==> config.mk <==
export PLATFORM = sky130hd
export DESIGN_NAME = color_classifier_avg_flat
export DESIGN_NICKNAME = d
export VERILOG_FILES = /design/src/rtl/color_classifier_avg_if.sv /design/src/rtl/color_classifier_avg.sv /design/src/flat_wrapper.sv
export SDC_FILE = /design/constraint.sdc
export NUM_CORES = 1
export LEC_CHECK = 0
export ABC_AREA = 0
export ABC_CLOCK_PERIOD_IN_PS = 3600
export BUFFER_PORTS_ARGS = -buffer_cell sky130_fd_sc_hd__buf_2
export CAP_MARGIN = 15
export CORE_ASPECT_RATIO = 2
export CORE_MARGIN = 5
export CORE_UTILIZATION = 40
export DETAILED_ROUTE_END_ITERATION = 7
export HOLD_SLACK_MARGIN = 0.1
export PLACE_DENSITY_LB_ADDON = 0.2
export SLEW_MARGIN = 20
export SYNTH_ARGS = -nofsm -noshare
export SYNTH_HDL_FRONTEND = slang
export SYNTH_SLANG_ARGS = --single-unit
==> constraint.sdc <==
create_clock -name clock -period 3.6 [get_ports clock]
set_input_delay 0.54 -clock clock [delete_from_list [all_inputs] [get_ports clock]]
set_output_delay 0.54 -clock clock [all_outputs]
set_load 0.005 [all_outputs]
==> src/rtl/color_classifier_avg_if.sv <==
// Sample/result bundle between the colour-sensor front end and the classifier.
// master drives samples and flush; slave (the classifier) returns results.
interface color_classifier_avg_if #(
   parameter int CW = 8
);
   logic          sample_valid;
   logic [CW-1:0] red;
   logic [CW-1:0] green;
   logic [CW-1:0] blue;
   logic          flush;
   logic          color_valid;
   logic [2:0]    color;
   logic          color_stable;
   logic [3:0]    run_len;

   modport master (
      output sample_valid, red, green, blue, flush,
      input  color_valid, color, color_stable, run_len
   );

   modport slave (
      input  sample_valid, red, green, blue, flush,
      output color_valid, color, color_stable, run_len
   );
endinterface

==> src/rtl/color_classifier_avg.sv <==
// Windowed RGB averager + six-colour classifier with agreement tracking.
// Define COLOR_CLASSIFIER_UNKNOWN_EN to report dark windows as UNKNOWN (6).
module color_classifier_avg #(
   parameter int CW          = 8,
   parameter int AVG_LOG2    = 2,
   parameter int STABLE_CNT  = 3,
   parameter int THR_RED_HI  = 7,
   parameter int THR_BLUE_W  = 4,
   parameter int THR_GREEN_Y = 6,
   parameter int THR_RED_R   = 5,
   parameter int THR_GREEN_B = 5,
   parameter int THR_DARK    = 2
) (
   input logic                  clock,
   input logic                  reset_n,
   color_classifier_avg_if.slave bus
);
   localparam int AW   = CW + AVG_LOG2;
   localparam int CNTW = (AVG_LOG2 > 0) ? AVG_LOG2 : 1;
   localparam logic [CNTW-1:0] LAST = CNTW'((1 << AVG_LOG2) - 1);
   localparam logic [3:0] SC = 4'(STABLE_CNT);

   localparam logic [CW-1:0] T_RHI = CW'(THR_RED_HI);
   localparam logic [CW-1:0] T_BW  = CW'(THR_BLUE_W);
   localparam logic [CW-1:0] T_GY  = CW'(THR_GREEN_Y);
   localparam logic [CW-1:0] T_RR  = CW'(THR_RED_R);
   localparam logic [CW-1:0] T_GB  = CW'(THR_GREEN_B);
   localparam logic [CW-1:0] T_DK  = CW'(THR_DARK);

   localparam logic [2:0] C_W   = 3'd0;
   localparam logic [2:0] C_O   = 3'd1;
   localparam logic [2:0] C_G   = 3'd2;
   localparam logic [2:0] C_R   = 3'd3;
   localparam logic [2:0] C_B   = 3'd4;
   localparam logic [2:0] C_Y   = 3'd5;
   localparam logic [2:0] C_UNK = 3'd6;

`ifdef COLOR_CLASSIFIER_UNKNOWN_EN
   localparam bit UNK_EN = 1'b1;
`else
   localparam bit UNK_EN = 1'b0;
`endif

   logic [AW-1:0]   acc_r_q, acc_g_q, acc_b_q;
   logic [AW-1:0]   acc_r_d, acc_g_d, acc_b_d;
   logic [AW-1:0]   sum_r, sum_g, sum_b;
   logic [CNTW-1:0] cnt_q, cnt_d;
   logic            close;
   logic            close_q;
   logic [CW-1:0]   avg_r_q, avg_g_q, avg_b_q;
   logic [2:0]      cls;
   logic            dark;
   logic [2:0]      color_q, color_d;
   logic [3:0]      run_q, run_d;
   logic            stable_q, stable_d;
   logic            valid_q;

   assign sum_r = acc_r_q + AW'(bus.red);
   assign sum_g = acc_g_q + AW'(bus.green);
   assign sum_b = acc_b_q + AW'(bus.blue);
   assign close = bus.sample_valid && !bus.flush && (cnt_q == LAST);

   always_comb begin
      acc_r_d = acc_r_q;
      acc_g_d = acc_g_q;
      acc_b_d = acc_b_q;
      cnt_d   = cnt_q;
      if (bus.flush || close) begin
         acc_r_d = '0;
         acc_g_d = '0;
         acc_b_d = '0;
         cnt_d   = '0;
      end else if (bus.sample_valid) begin
         acc_r_d = sum_r;
         acc_g_d = sum_g;
         acc_b_d = sum_b;
         cnt_d   = cnt_q + 1'b1;
      end
   end

   // Priority tree: the bright-red group is decided before R/G/B.
   always_comb begin
      cls = C_G;
      if (avg_r_q >= T_RHI) begin
         if (avg_b_q >= T_BW)      cls = C_W;
         else if (avg_g_q >= T_GY) cls = C_Y;
         else                      cls = C_O;
      end else if (avg_r_q >= T_RR) begin
         cls = C_R;
      end else if (avg_b_q > avg_g_q && avg_g_q < T_GB) begin
         cls = C_B;
      end
      dark = UNK_EN && (avg_r_q < T_DK) && (avg_g_q < T_DK)
                    && (avg_b_q < T_DK);
      if (dark) cls = C_UNK;
   end

   always_comb begin
      color_d  = color_q;
      run_d    = run_q;
      stable_d = stable_q;
      if (close_q) begin
         color_d = cls;
         if (dark)
            run_d = 4'd0;
         else if (cls == color_q && run_q != 4'd0)
            run_d = (run_q >= SC) ? SC : run_q + 4'd1;
         else
            run_d = 4'd1;
         stable_d = (run_d == SC);
      end
   end

   always_ff @(posedge clock) begin
      if (!reset_n) begin
         acc_r_q  <= '0;
         acc_g_q  <= '0;
         acc_b_q  <= '0;
         cnt_q    <= '0;
         close_q  <= 1'b0;
         avg_r_q  <= '0;
         avg_g_q  <= '0;
         avg_b_q  <= '0;
         color_q  <= C_W;
         run_q    <= 4'd0;
         stable_q <= 1'b0;
         valid_q  <= 1'b0;
      end else begin
         acc_r_q  <= acc_r_d;
         acc_g_q  <= acc_g_d;
         acc_b_q  <= acc_b_d;
         cnt_q    <= cnt_d;
         close_q  <= close;
         if (close) begin
            avg_r_q <= CW'(sum_r >> AVG_LOG2);
            avg_g_q <= CW'(sum_g >> AVG_LOG2);
            avg_b_q <= CW'(sum_b >> AVG_LOG2);
         end
         color_q  <= color_d;
         run_q    <= run_d;
         stable_q <= stable_d;
         valid_q  <= close_q;
      end
   end

   assign bus.color_valid  = valid_q;
   assign bus.color        = color_q;
   assign bus.run_len      = run_q;
   assign bus.color_stable = stable_q;
endmodule

==> src/flat_wrapper.sv <==
// flat-port wrapper written by rule: the top's interface ports become plain ports
module color_classifier_avg_flat 
#(
   parameter int CW          = 8,
   parameter int AVG_LOG2    = 2,
   parameter int STABLE_CNT  = 3,
   parameter int THR_RED_HI  = 7,
   parameter int THR_BLUE_W  = 4,
   parameter int THR_GREEN_Y = 6,
   parameter int THR_RED_R   = 5,
   parameter int THR_GREEN_B = 5,
   parameter int THR_DARK    = 2
)
  (clock, reset_n, bus_sample_valid, bus_red, bus_green, bus_blue, bus_flush, bus_color_valid, bus_color, bus_color_stable, bus_run_len);
  color_classifier_avg_if #(.CW(CW)) bus_i ();
  input logic clock;
  input logic reset_n;
  input wire logic [$bits(bus_i.sample_valid)-1:0] bus_sample_valid;
  input wire logic [$bits(bus_i.red)-1:0] bus_red;
  input wire logic [$bits(bus_i.green)-1:0] bus_green;
  input wire logic [$bits(bus_i.blue)-1:0] bus_blue;
  input wire logic [$bits(bus_i.flush)-1:0] bus_flush;
  output wire logic [$bits(bus_i.color_valid)-1:0] bus_color_valid;
  output wire logic [$bits(bus_i.color)-1:0] bus_color;
  output wire logic [$bits(bus_i.color_stable)-1:0] bus_color_stable;
  output wire logic [$bits(bus_i.run_len)-1:0] bus_run_len;
  assign bus_i.sample_valid = bus_sample_valid;
  assign bus_i.red = bus_red;
  assign bus_i.green = bus_green;
  assign bus_i.blue = bus_blue;
  assign bus_i.flush = bus_flush;
  assign bus_color_valid = bus_i.color_valid;
  assign bus_color = bus_i.color;
  assign bus_color_stable = bus_i.color_stable;
  assign bus_run_len = bus_i.run_len;
  color_classifier_avg #(.CW(CW), .AVG_LOG2(AVG_LOG2), .STABLE_CNT(STABLE_CNT), .THR_RED_HI(THR_RED_HI), .THR_BLUE_W(THR_BLUE_W), .THR_GREEN_Y(THR_GREEN_Y), .THR_RED_R(THR_RED_R), .THR_GREEN_B(THR_GREEN_B), .THR_DARK(THR_DARK)) u_core (.clock(clock), .reset_n(reset_n), .bus(bus_i));
endmodule
* Word level (Yosys, flattened, before mapping)
Index checks and enable logic that the tools add are counted.
Operators by class: $add $sub $neg 5, order comparisons 7, eq/ne operators 3, multiplexer cells 8, bitwise logic cells 1, reduce and logical (&&, ||, !) cells 8
Operators with widths (count):
- greater-or-equal comparator 8 x 3 -> 1 bit, second input constant | 4
- adder 10 x 8 -> 10 bit | 3
- two-way mux 3 bit | 5
- two-way mux 4 bit | 3
- > comparator 8 bit | 1
- less-than comparator 8 x 3 -> 1 bit, second input constant | 1
- adder 4 x 1 -> 4 bit, second input constant | 1
- == test 4 x 2 -> 1 bit, second input constant | 1
- greater-or-equal comparator 4 x 2 -> 1 bit, second input constant | 1
- logical AND 1 bit | 4
- nonzero test 4 bit | 1
- == test 3 bit | 1
- adder 2 x 1 -> 2 bit, second input constant | 1
- == test 2 bit, second input constant | 1
- OR reduction 2 bit | 1
- zero test 1 bit | 1
- logical OR 1 bit | 1
- inverter 1 bit | 1
Storage, ports and cells: flip-flop bits (word level) 66, output and inout bits 9, word-level logic and storage cells 44

* Logic depth before layout (Yosys ltp)
Gate-level depths: netlist of run 1.
depth after elaboration 10, gate-level depth with buffers 11, gate-level depth less buffers 11

* Least setup slack after synthesis of run 1
OpenSTA, ideal clock, no wires.
path kind input to register, from input port bus_red[0], to register u_core.avg_r_q[6], setup time 0.062 ns, arrival time 2.532 ns, path slack 1.006 ns, cell stages on the path 11, cell sequence ha_1 > inv_1 > fa_1 > nor2b_1 > o21ai_0 > a21boi_0 > o21ai_0 > nand2b_1 > a21oi_1 > or4b_2 > nand3_1
Between the ends: cells in the longest elaborated chain, start to end 1
RTL lines:
- start, declared | line flat_wrapper.sv:19 | input wire logic [$bits(bus_i.red)-1:0] bus_red;
- adder 10 x 8 -> 10 bit | line color_classifier_avg.sv:58 | assign sum_r = acc_r_q + AW'(bus.red);
- end signal, assigned | line color_classifier_avg.sv:135 | avg_r_q <= CW'(sum_r >> AVG_LOG2);
- end, declared | line color_classifier_avg.sv:50 | logic [CW-1:0] avg_r_q, avg_g_q, avg_b_q;
Every way passes these cells. A chain may end at the register's enable or synchronous reset.

* Worst setup path after layout of run 1
from register u_core.avg_r_q[3], to register u_core.stable_q, in the netlist u_core.bus.color_stable
Between the ends: cells in the longest elaborated chain, start to end 8
RTL lines:
- greater-or-equal comparator 8 x 3 -> 1 bit | line color_classifier_avg.sv:88 | end else if (avg_r_q >= T_RR) begin
- two-way mux 3 bit | line color_classifier_avg.sv:88
- two-way mux 3 bit (*) | line color_classifier_avg.sv:84 | if (avg_r_q >= T_RHI) begin
- == test 3 bit (*) | line color_classifier_avg.sv:106 | else if (cls == color_q && run_q != 4'd0)
- logical AND 1 bit (*) | line color_classifier_avg.sv:106
- two-way mux 4 bit (*) | line color_classifier_avg.sv:106
- two-way mux 4 bit (*) | line color_classifier_avg.sv:102 | if (close_q) begin
- == test 4 x 2 -> 1 bit (*) | line color_classifier_avg.sv:110 | stable_d = (run_d == SC);
- end signal, assigned | line color_classifier_avg.sv:141 | stable_q <= stable_d;
- end, declared | line color_classifier_avg.sv:55 | logic stable_q, stable_d;
Mark *: on every way between the ends. The rest lies on a longest branch, timed or not. The select of a mux whose other input is x is not followed.

==> run summary, run 1 <==
Warnings, synthesis - 0
Worst slew margin - 50.8%
# resized after CTS - 0
RSZ-0062 raised after global routing - no
reg2reg setup slack - 0.98 ns
drt total wl - 8.37 mm
total core area - 0.00932 sq mm
ANT nets after route - 0
Netlist cell types - 48
Most used DFF post-synth - dfxtp_1
router iterations before antenna repair - 4
routed vias - 3024
Setup Buffers After CTS - 0
worst r2r dst - u_core.bus.color_stable
Seq/Total Area, Yosys - 35.1%
CTS tree - built
Ant. Diodes - 0
EDFF count, synth - 0
multiplexer share of the synthesized area - 6.91%
CP Capture Type - flip-flop
number of CTS-inserted buffers - 9
setup TNS - 0 ns
f_max - 382 MHz
most common cell after layout, fill and taps aside - dfxtp_1
largest net degree at the start of global routing - 42
total power - 1.78 mW
starting density of the core - 40.4%
outcome - finished, final reports clean
Final Cycle Share - 72.7%
Critical Path Start - u_core.avg_r_q[3]
worst hold path type - reg -> reg
most used routing layer - met2
clock sink count - 66
share of post-route cells with drive strength above 1 - 14.6%
XOR/XNOR Fraction of Synth Area - 5.11%
Worst VDD drop - 0.000249 V
Syn Nets - 477
worst-path fanout max - 4
DRT iter0 DRCs - 110
worst-skew pair later-pin latency - 0.33 ns
Routability Congestion - 0.825
clock buffer depth - 2
Post-synth ARST share - 0%
vias in the first global route - 3075
endpoints failing setup - 0
Avg Cell Area, Syn - 9.17 sq um
Worst R2R Path Depth - 8
adder-cell share of the synthesized area - 13.2%
WP data arrival - 2.85 ns
# DRC - 0
Die Ht - 147 um
Setup Skew - 0.00669 ns
GRT overflow - 0
filler instances - 914
most frequent cells in the layout - dfxtp_1, nor2_1, buf_2
met2 Track Usage GR - 28.8%
largest family of logic cells by synthesized area - simple AND/OR/NAND/NOR gates
RR Startpoint - u_core.avg_r_q[3]
Ports - 37
DR WL/cell - 15.1 um
H-tree depth - 3
Global Route Usage Sum - 15.7%
Syn Std Cell Area - 0.00377 sq mm
Post-Place Cell Area - 0.00404 sq mm
Req. time, crit path - 3.84 ns
row cnt - 50
Hold Buf Count CTS - 0
post-route cell area - 0.00433 sq mm
Power per Cell Area - 411 mW/mm^2
Slew Limit Fails - 0
Port Buf Inserts - 36
crit path time final - 2.62 ns
Hold Slack - 0.480 ns
Leak - 1.93 nW
vias per inst - 5.45
fin nets - 512
endpoints failing hold - 0
met3 usage - 3.44%
Final HPWL DP - 6.44 mm
clk root buf - clkbuf_16
#FFs+latches synth - 66
Die Wd - 78.6 um
first-pass GRT wire length - 14.4 mm
met1 GRT Util - 16.9%
synth-to-layout area growth - 14.9%
initial antenna violation count - 0
kind of critical path - reg -> reg
register area - 0.00132 sq mm
Critical Path Start Type - flip-flop
Worst-path clk slew - 0.05 ns
Synth Area in Compound Gates - 17.6%
Max Cap Viol - 0
utilization after layout - 46.5%
Mapped Cells - 411
die area - 0.0116 sq mm
Worst-Margin Slew - 0.737 ns
area of the multi-input gates - 0.00230 sq mm
Synth Area in Simple Gates - 18.1%
crit path to - u_core.bus.color_stable
registers in the layout, summed over array words and instances, names as in the netlist:
| signal | cells |
|---|---|
| u_core.bus.color_stable | 1 |
| u_core.acc_b_q | 10 |
| u_core.acc_g_q | 10 |
| u_core.avg_r_q | 8 |
| u_core.close_q | 1 |
| u_core.bus.color | 3 |
| u_core.avg_g_q | 8 |
| u_core.bus.run_len | 4 |
| u_core.cnt_q | 2 |
| u_core.acc_r_q | 10 |
| u_core.bus.color_valid | 1 |
| u_core.avg_b_q | 8 |
worst min path at each step:
stage          cells after the start              start                end
2_1_floorplan                      2  u_core.avg_g_q[7]  u_core.avg_g_q[7]
3_3_place_gp                       1  u_core.avg_r_q[4]  u_core.avg_r_q[4]
3_5_place_dp                       1  u_core.avg_g_q[5]  u_core.avg_g_q[5]
4_1_cts                            1  u_core.avg_g_q[5]  u_core.avg_g_q[5]
5_1_grt                            1  u_core.avg_g_q[5]  u_core.avg_g_q[5]
6_report                           1  u_core.avg_g_q[5]  u_core.avg_g_q[5]
worst max-delay path: stages (launching register included):
cell      delay, ns
dfxtp_1        0.33
or4_4          0.55
a311o_1        0.39
o41ai_2        0.33
o21ai_1        0.16
xor2_1         0.19
a211oi_4       0.22
a31oi_1        0.15
a311oi_1       0.21
layer usage:
| layer | routed length (um) | share of wire (%) | vias to the layer above |
|---|---|---|---|
| met5 | 0 | 0 | - |
| met4 | 199 | 2.4 | 0 |
| met3 | 232 | 2.8 | 16 |
| met2 | 4570 | 55 | 45 |
| met1 | 3370 | 40 | 1428 |
| li1 | - | - | 1535 |
through the flow:
stage / instances / setup slack, ns
floorplan: 411 / 1.01
global placement: 539 / 0.812
detailed placement: 539 / 0.789
CTS: 555 / 0.988
global route: 555 / 0.797
finish: 555 / 0.982
logic make-up (layout without fill, tap and decap cells):
family | Yosys count | after routing
simple gates | 130 | 130
mux | 26 | 26
flops | 66 | 66
buf+inv | 40 | 80
fa+ha+maj | 38 | 38
xor+xnor | 22 | 22
compound gates | 89 | 89
power breakdown:
| part | switching (mW) | internal, mW | total (mW) |
|---|---|---|---|
| sequential | 0.00952 | 0.745 | 0.755 |
| clock | 0.310 | 0.520 | 0.830 |
| combinational | 0.109 | 0.0857 | 0.195 |
| total | 0.429 | 1.35 | 1.78 |
cell usage after synthesis (6+ instances only):
cell type	instances	area, sq um
ha_1	35	438
nand2_1	10	37.5
clkbuf_1	8	30.0
xnor2_1	11	96.3
xor2_1	11	96.3
dfxtp_1	66	1320
nor2b_1	9	56.3
inv_1	25	93.8
buf_1	6	22.5
o21ai_0	17	85.1
a21oi_1	10	50.1
a22o_1	17	149
nor3_1	6	30.0
nand3_1	7	35.0
nor2_1	58	218
mux2i_1	26	260
nand2b_1	7	43.8
o21a_1	12	90.1
final cells by class:
| cell class | count | share of cell area [%] |
|---|---|---|
| inverters | 25 | 2.17 |
| repair buffers | 39 | 4.68 |
| clock buffers | 14 | 6.33 |
| flip-flops and latches | 66 | 30.5 |
| multi-input cells | 305 | 53.1 |
| clock inverters | 2 | 0.231 |
| well taps | 104 | 3.00 |
(Power assumes the default switching activity.)
==> run 2: changes to the inputs <==
ABC_AREA = 1   (was 0)
ABC_CLOCK_PERIOD_IN_PS = 2300   (was 3600)
clock period = 2.3 ns   (was 3.6 ns; I/O delays follow)
==> run 2 against run 1 <==
Effect of this change: setup slack got worse by 0.74 ns; clock power rose by 64%; fmax rose by 27%; critical path depth rose by 8; sequential share of layout area fell by 1.0 points; routed wire length rose by 5.8%; global-route usage rose by 0.81 points; sequential power rose by 56%; combinational power rose by 70%; non-clock buffer count rose by 2; clock skew barely moved; flip-flop and latch count did not move; critical path type unchanged; critical endpoint is now u_core.acc_b_q[8]; largest cell class unchanged.
==> run summary, run 2 <==
outcome - finished, final reports clean (unchanged)
Req. time, crit path - 2.53 ns (was 3.84 ns)
synth-to-layout area growth - 15.8% (was 14.9%)
Avg Cell Area, Syn - 7.33 sq um (was 9.17 sq um)
Post-synth ARST share - 0% (unchanged)
Max Cap Viol - 0 (unchanged)
sequential share of power - 41.2% (was 42.4%)
Syn Std Cell Area - 0.00387 sq mm (was 0.00377 sq mm)
Die Ht - 149 um (was 147 um)
Crit path largest cell delay - 0.39 ns (was 0.55 ns)
worst hold path type - in -> reg (was reg -> reg)
Power per Cell Area - 642 mW/mm^2 (was 411 mW/mm^2)
Leak - 2.24 nW (was 1.93 nW)
area of the multi-input gates - 0.00216 sq mm (was 0.00230 sq mm)
filler instances - 976 (was 914)
Worst VDD drop - 0.000397 V (was 0.000249 V)
Cell Chain, Critical Path - ha_1, inv_1, fa_1, nand3b_1, nand2_1, nand2_1, nand2_1, nand2_1, nand2_1, nand2_1, nand2_1, nand2_1, nand3_1, nand3_1, nand2_1, inv_1 (was or4_4, a311o_1, o41ai_2, o21ai_1, xor2_1, a211oi_4, a31oi_1, a311oi_1)
Global Route Usage Sum - 16.6% (was 15.7%)
Ports - 37 (unchanged)
kind of critical path - reg -> reg (unchanged)
Most used DFF post-synth - dfxtp_1 (unchanged)
crit path time final - 2.06 ns (was 2.62 ns)
H-tree depth - 3 (unchanged)
router iterations before antenna repair - 4 (unchanged)
most frequent cells in the layout - nand2_1, inv_1, dfxtp_1 (was dfxtp_1, nor2_1, buf_2)
Hold Buf Count CTS - 0 (unchanged)
Worst path slowest cell - fa_1 (was or4_4)
total core area - 0.00945 sq mm (was 0.00932 sq mm)
endpoints failing hold - 0 (unchanged)
endpoints failing setup - 0 (unchanged)
routed vias - 3387 (was 3024)
Synth top area share - 34.1% (was 35.1%)
top-count cell post-synth - nand2_1 (was dfxtp_1)
DRT iter0 DRCs - 118 (was 110)
top post-synthesis cells by count - nand2_1, inv_1, dfxtp_1, nor2_1, ha_1 (was dfxtp_1, nor2_1, ha_1, mux2i_1, inv_1)
starting density of the core - 41.0% (was 40.4%)
die area - 0.0119 sq mm (was 0.0116 sq mm)
fin nets - 634 (was 512)
vias in the first global route - 3522 (was 3075)
buffers and inverters on the worst path - 2 (was 0)
internal power - 2.17 mW (was 1.35 mW)
Setup Buffers After CTS - 0 (unchanged)
CTS tree - built (unchanged)
Ant. Diodes - 0 (unchanged)
# DRC - 0 (unchanged)
biggest regs - u_core.acc_b_q (10), u_core.acc_g_q (10), u_core.acc_r_q (10) (unchanged)
WP data arrival - 2.29 ns (was 2.85 ns)
first-pass GRT wire length - 15.4 mm (was 14.4 mm)
reg2reg setup slack - 0.24 ns (was 0.98 ns)
largest area contributor in the netlist - dfxtp_1 (unchanged)
number of CTS-inserted buffers - 9 (unchanged)
Final HPWL DP - 6.78 mm (was 6.44 mm)
largest net degree at the start of global routing - 36 (was 42)
Routability Congestion - 0.799 (was 0.825)
Syn Nets - 594 (was 477)
ANT nets after route - 0 (unchanged)
Port Buf Inserts - 36 (unchanged)
clock buffer depth - 2 (unchanged)
Final Cycle Share - 89.4% (was 72.7%)
worst-skew pair later-pin latency - 0.33 ns (about the same)
DR WL/cell - 12.6 um (was 15.1 um)
Netlist cell types - 38 (was 48)
Mapped Cells - 528 (was 411)
Worst slew margin - 71.6% (was 50.8%)
Seq/Total Area, Yosys - 34.1% (was 35.1%)
#FFs+latches synth - 66 (unchanged)
register area - 0.00132 sq mm (unchanged)
RSZ-0062 raised after global routing - no (unchanged)
drt total wl - 8.86 mm (was 8.37 mm)
clock network fraction of total power - 47.3% (was 46.6%)
Area contributors post-synth - dfxtp_1, nand2_1, ha_1 (was dfxtp_1, ha_1, mux2i_1)
sw power - 0.702 mW (was 0.429 mW)
row cnt - 50 (unchanged)
clk root buf - clkbuf_16 (unchanged)
Critical Path Start Type - flip-flop (unchanged)
worst-path fanout max - 3 (was 4)
EDFF count, synth - 0 (unchanged)
combinational share of power - 11.5% (was 11.0%)
share of post-route cells with drive strength above 1 - 15.4% (was 14.6%)
Worst-path clk slew - 0.05 ns (about the same)
Warnings, synthesis - 0 (unchanged)
Die Wd - 79.6 um (was 78.6 um)
Worst-Margin Slew - 0.426 ns (was 0.737 ns)
clock sink count - 66 (unchanged)
Hold Slack - 0.339 ns (was 0.480 ns)
initial antenna violation count - 0 (unchanged)
most common cell after layout, fill and taps aside - nand2_1 (was dfxtp_1)
Slew Limit Fails - 0 (unchanged)
f_max - 486 MHz (was 382 MHz)
GRT overflow - 0 (unchanged)
Setup Skew - 0.00712 ns (was 0.00669 ns)
family with the most delay on the worst path - simple AND/OR/NAND/NOR gates (was compound AO/OA/AOI/OAI gates)
CP Capture Type - flip-flop (unchanged)
setup TNS - 0 ns (unchanged)
Most common cell on crit path - nand2_1
switching share of power - 24.4% (was 24.1%)
vias per inst - 4.83 (was 5.45)
==> run 2: cell types whose count changed in the layout (fill, tap and decap cells not counted), sizes merged, moves of 5 or more <==
| cell | change |
|---|---|
| a21oi | +19 |
| a22o | -15 |
| inv | +59 |
| mux2i | -26 |
| nand2 | +112 |
| nand2b | -7 |
| nand3 | +17 |
| nor2b | -9 |
| o21a | -8 |
| o21ai | +22 |
| xnor2 | -5 |
==> run 2: per-layer routing <==
layer / track usage (%) / vias up / part of all wire [%]
met1: 17.6 / 1557 / 41
met4: 7.66 / 0 / 2.1
met5: 0 / - / 0
met2: 30.7 / 46 / 54
li1: - / 1767 / -
met3: 2.84 / 17 / 2.4
==> run 2: final timing paths <==
path,start,endpoint,depth (start not counted)
worst min register to register,u_core.bus.run_len[3],u_core.bus.run_len[3],2
worst max register to register,u_core.acc_b_q[0],u_core.acc_b_q[8],16
worst min-delay path,reset_n,u_core.bus.run_len[2],3
worst max-delay path,u_core.acc_b_q[0],u_core.acc_b_q[8],16
==> run 2: cell type report <==
type	instances	share of cell area [%]
Sequential cell	66	29.5
Timing Repair Buffer	41	4.86
Clock buffer	11	5.64
Tap cell	130	3.63
Clock inverter	3	0.893
Inverter	84	7.20
Multi-Input combinational cell	366	48.3
==> run 2: cells by family after synthesis <==
group           count (synthesis)  synth area share, %
buf+inv                        96                 10.1
xor+xnor                       21                 4.75
compound gates                 94                 14.0
flops                          66                 34.1
simple gates                  213                 24.1
fa+ha+maj                      38                 12.9
==> run 2: through the flow <==
step	area (sq um)	cells	utilization [%]	worst slack [ns]	total power, mW
2_1_floorplan	3870	528	-	0.367	1.45
4_1_cts	4480	701	47.4	0.196	2.91
3_5_place_dp	4180	687	44.3	0.0907	1.54
3_3_place_gp	4180	687	44.3	0.165	1.54
6_report	4480	701	47.4	0.244	2.88
5_1_grt	4480	701	47.4	0.00689	3.00
==> run 2: worst reg2reg max path, delay by kind of cell, from the launching register on <==
| family | cells | cell delay [ns] |
|---|---|---|
| adders and majority gates | 2 | 0.57 |
| buffers and inverters | 2 | 0.11 |
| DFF | 1 | 0.32 |
| and+or+nand+nor | 12 | 0.95 |
==> run 2: power by group through the flow <==
stage	Clock, mW	Sequential (mW)	Combinational, mW
after floorplan	0	1.20	0.244
after CTS	1.39	1.18	0.337
after global routing	1.44	1.19	0.382
after detailed placement	0	1.21	0.334
final	1.36	1.18	0.332
after global placement	0	1.21	0.331
==> run 2: what timing repair did <==
action                                  CTS  global route
hold endpoints to repair                  0             0
resized for setup                         0             2
endpoints found under the setup margin    0             1
==> run 3: changes to the inputs <==
PLACE_DENSITY_LB_ADDON = 0.05   (was 0.2)
==> run 3 against run 2 <==
Effect of this change: die area unchanged; fmax up 0.40%; total power up 1.7%.
==> run summary, run 3 (same netlist as run 2, synthesis figures left out) <==
Ant. Diodes - 0 (unchanged)
total power - 2.92 mW (was 2.88 mW)
clock buffer depth - 2 (unchanged)
first-pass GRT wire length - 15.6 mm (was 15.4 mm)
final cell count without fillers - 702 (was 701)
Die Wd - 79.6 um (unchanged)
starting density of the core - 41.0% (unchanged)
DRT iter0 DRCs - 137 (was 118)
filler instances - 994 (was 976)
Setup Skew - 0.00507 ns (was 0.00712 ns)
area of the multi-input gates - 0.00217 sq mm (was 0.00216 sq mm)
f_max - 488 MHz (was 486 MHz)
Final WS setup - 0.252 ns (was 0.244 ns)
Worst-path clk slew - 0.06 ns (was 0.05 ns)
met3 WL - 246 um (was 209 um)
Slew Limit Fails - 0 (unchanged)
largest net degree at the start of global routing - 36 (unchanged)
GRT overflow - 0 (unchanged)
endpoints failing hold - 0 (unchanged)
number of CTS-inserted buffers - 9 (unchanged)
ANT nets after route - 0 (unchanged)
Global Route Usage Sum - 17.0% (was 16.6%)
register area - 0.00132 sq mm (unchanged)
WL met1 - 3.72 mm (was 3.64 mm)
vias per inst - 4.79 (was 4.83)
Routability Congestion - 0.805 (was 0.799)
Final Cycle Share - 89.0% (was 89.4%)
clk root buf - clkbuf_16 (unchanged)
Setup Buffers After CTS - 0 (unchanged)
drt total wl - 9.11 mm (was 8.86 mm)
utilization after layout - 47.6% (was 47.4%)
Cells after DPL - 686 (was 687)
H-tree depth - 3 (unchanged)
Die Ht - 149 um (unchanged)
setup TNS - 0 ns (unchanged)
Worst VDD drop - 0.000402 V (was 0.000397 V)
crit path time final - 2.05 ns (was 2.06 ns)
row cnt - 50 (unchanged)
WP data arrival - 2.29 ns (about the same)
biggest regs - u_core.acc_b_q (10), u_core.acc_g_q (10), u_core.acc_r_q (10) (unchanged)
highest metal used - met4 (unchanged)
routed vias - 3365 (was 3387)
share of post-route cells with drive strength above 1 - 16.3% (was 15.4%)
met2 routed WL - 4.83 mm (was 4.82 mm)
Max Cap Viol - 0 (unchanged)
Leak - 2.24 nW (about the same)
Critical Path Start Type - flip-flop (unchanged)
fin nets - 633 (was 634)
worst-path fanout max - 2 (was 3)
most frequent cells in the layout - nand2_1, inv_1, dfxtp_1 (unchanged)
Req. time, crit path - 2.54 ns (was 2.53 ns)
Port Buf Inserts - 36 (unchanged)
initial antenna violation count - 0 (unchanged)
Hold Buf Count CTS - 0 (unchanged)
endpoints failing setup - 0 (unchanged)
# DRC - 0 (unchanged)
Worst slew margin - 72.8% (was 71.6%)
vias in the first global route - 3537 (was 3522)
clock sink count - 66 (unchanged)
worst hold path type - in -> reg (unchanged)
kind of critical path - reg -> reg (unchanged)
Final HPWL DP - 7.01 mm (was 6.78 mm)
Ports - 37 (unchanged)
outcome - finished, final reports clean (unchanged)
CTS tree - built (unchanged)
Worst-Margin Slew - 0.407 ns (was 0.426 ns)
DP Worst Slack - 0.0899 ns (was 0.0907 ns)
Power per Cell Area - 650 mW/mm^2 (was 642 mW/mm^2)
CP Capture Type - flip-flop (unchanged)
worst-skew pair later-pin latency - 0.34 ns (was 0.33 ns)
synth-to-layout area growth - 16.1% (was 15.8%)
total core area - 0.00945 sq mm (unchanged)
die area - 0.0119 sq mm (unchanged)
RSZ-0062 raised after global routing - no (unchanged)
most common cell after layout, fill and taps aside - nand2_1 (unchanged)
router iterations before antenna repair - 4 (unchanged)
DR WL/cell - 13.0 um (was 12.6 um)
## run 3: cell types whose count changed in the layout (fill, tap and decap cells not counted), sizes merged
cell	change
inv	+1
clkinv	+1
clkinvlp	+1
buf	-1
clkbuf	-1
## run 3: path summary, 6_finish.rpt
| check | cells after the start | startpoint | slack, ns | endpoint |
|---|---|---|---|---|
| hold reg to reg | 2 | u_core.bus.run_len[3] | 0.44 | u_core.bus.run_len[3] |
| setup reg to reg | 14 | u_core.acc_g_q[0] | 0.25 | u_core.acc_g_q[8] |
| setup / recovery | 14 | u_core.acc_g_q[0] | 0.25 | u_core.acc_g_q[8] |
| hold / removal | 3 | reset_n | 0.32 | u_core.bus.run_len[2] |
## run 3: stage by stage
stage | hold WS, ns | area (sq um)
after floorplan | 0.426 | 3870
after global placement | 0.432 | 4180
after detailed placement | 0.433 | 4180
after CTS | 0.318 | 4480
after global routing | 0.335 | 4500
final | 0.320 | 4500
## run 3: area by class of cell
| cell class | count | area share (%) |
|---|---|---|
| clock buffers | 10 | 5.32 |
| flip-flops and latches | 66 | 29.4 |
| multi-input cells | 366 | 48.4 |
| repair buffers | 40 | 4.68 |
| clock inverters | 6 | 1.45 |
| inverters | 84 | 7.18 |
| well taps | 130 | 3.62 |
## run 3: power by group
group          switching [mW]  internal, mW  leakage (nW)
Sequential             0.0140          1.17         0.535
Combinational           0.209         0.124          1.56
Clock                   0.539         0.870         0.149
## run 3: worst max-delay path, cell delays in order (launching register included)
cell,delay (ns)
dfxtp_1,0.32
ha_1,0.17
inv_1,0.06
fa_2,0.35
nand3b_1,0.16
nand2_1,0.10
nand2_1,0.05
nand2_1,0.05
a21oi_1,0.09
o21bai_1,0.20
nand2_1,0.10
nand3_1,0.10
nand3_1,0.09
nand2_1,0.08
inv_1,0.03
## run 3: metal layers
layer,track usage [%],vias to the layer above
met5,0,-
met3,2.42,21
met4,10.8,0
met2,31.6,52
met1,17.2,1527
li1,-,1765
## run 3: timing repair
item                                    in CTS  in global routing
endpoints found under the setup margin       0                  3
hold endpoints to repair                     0                  0
resized for setup                            0                  6
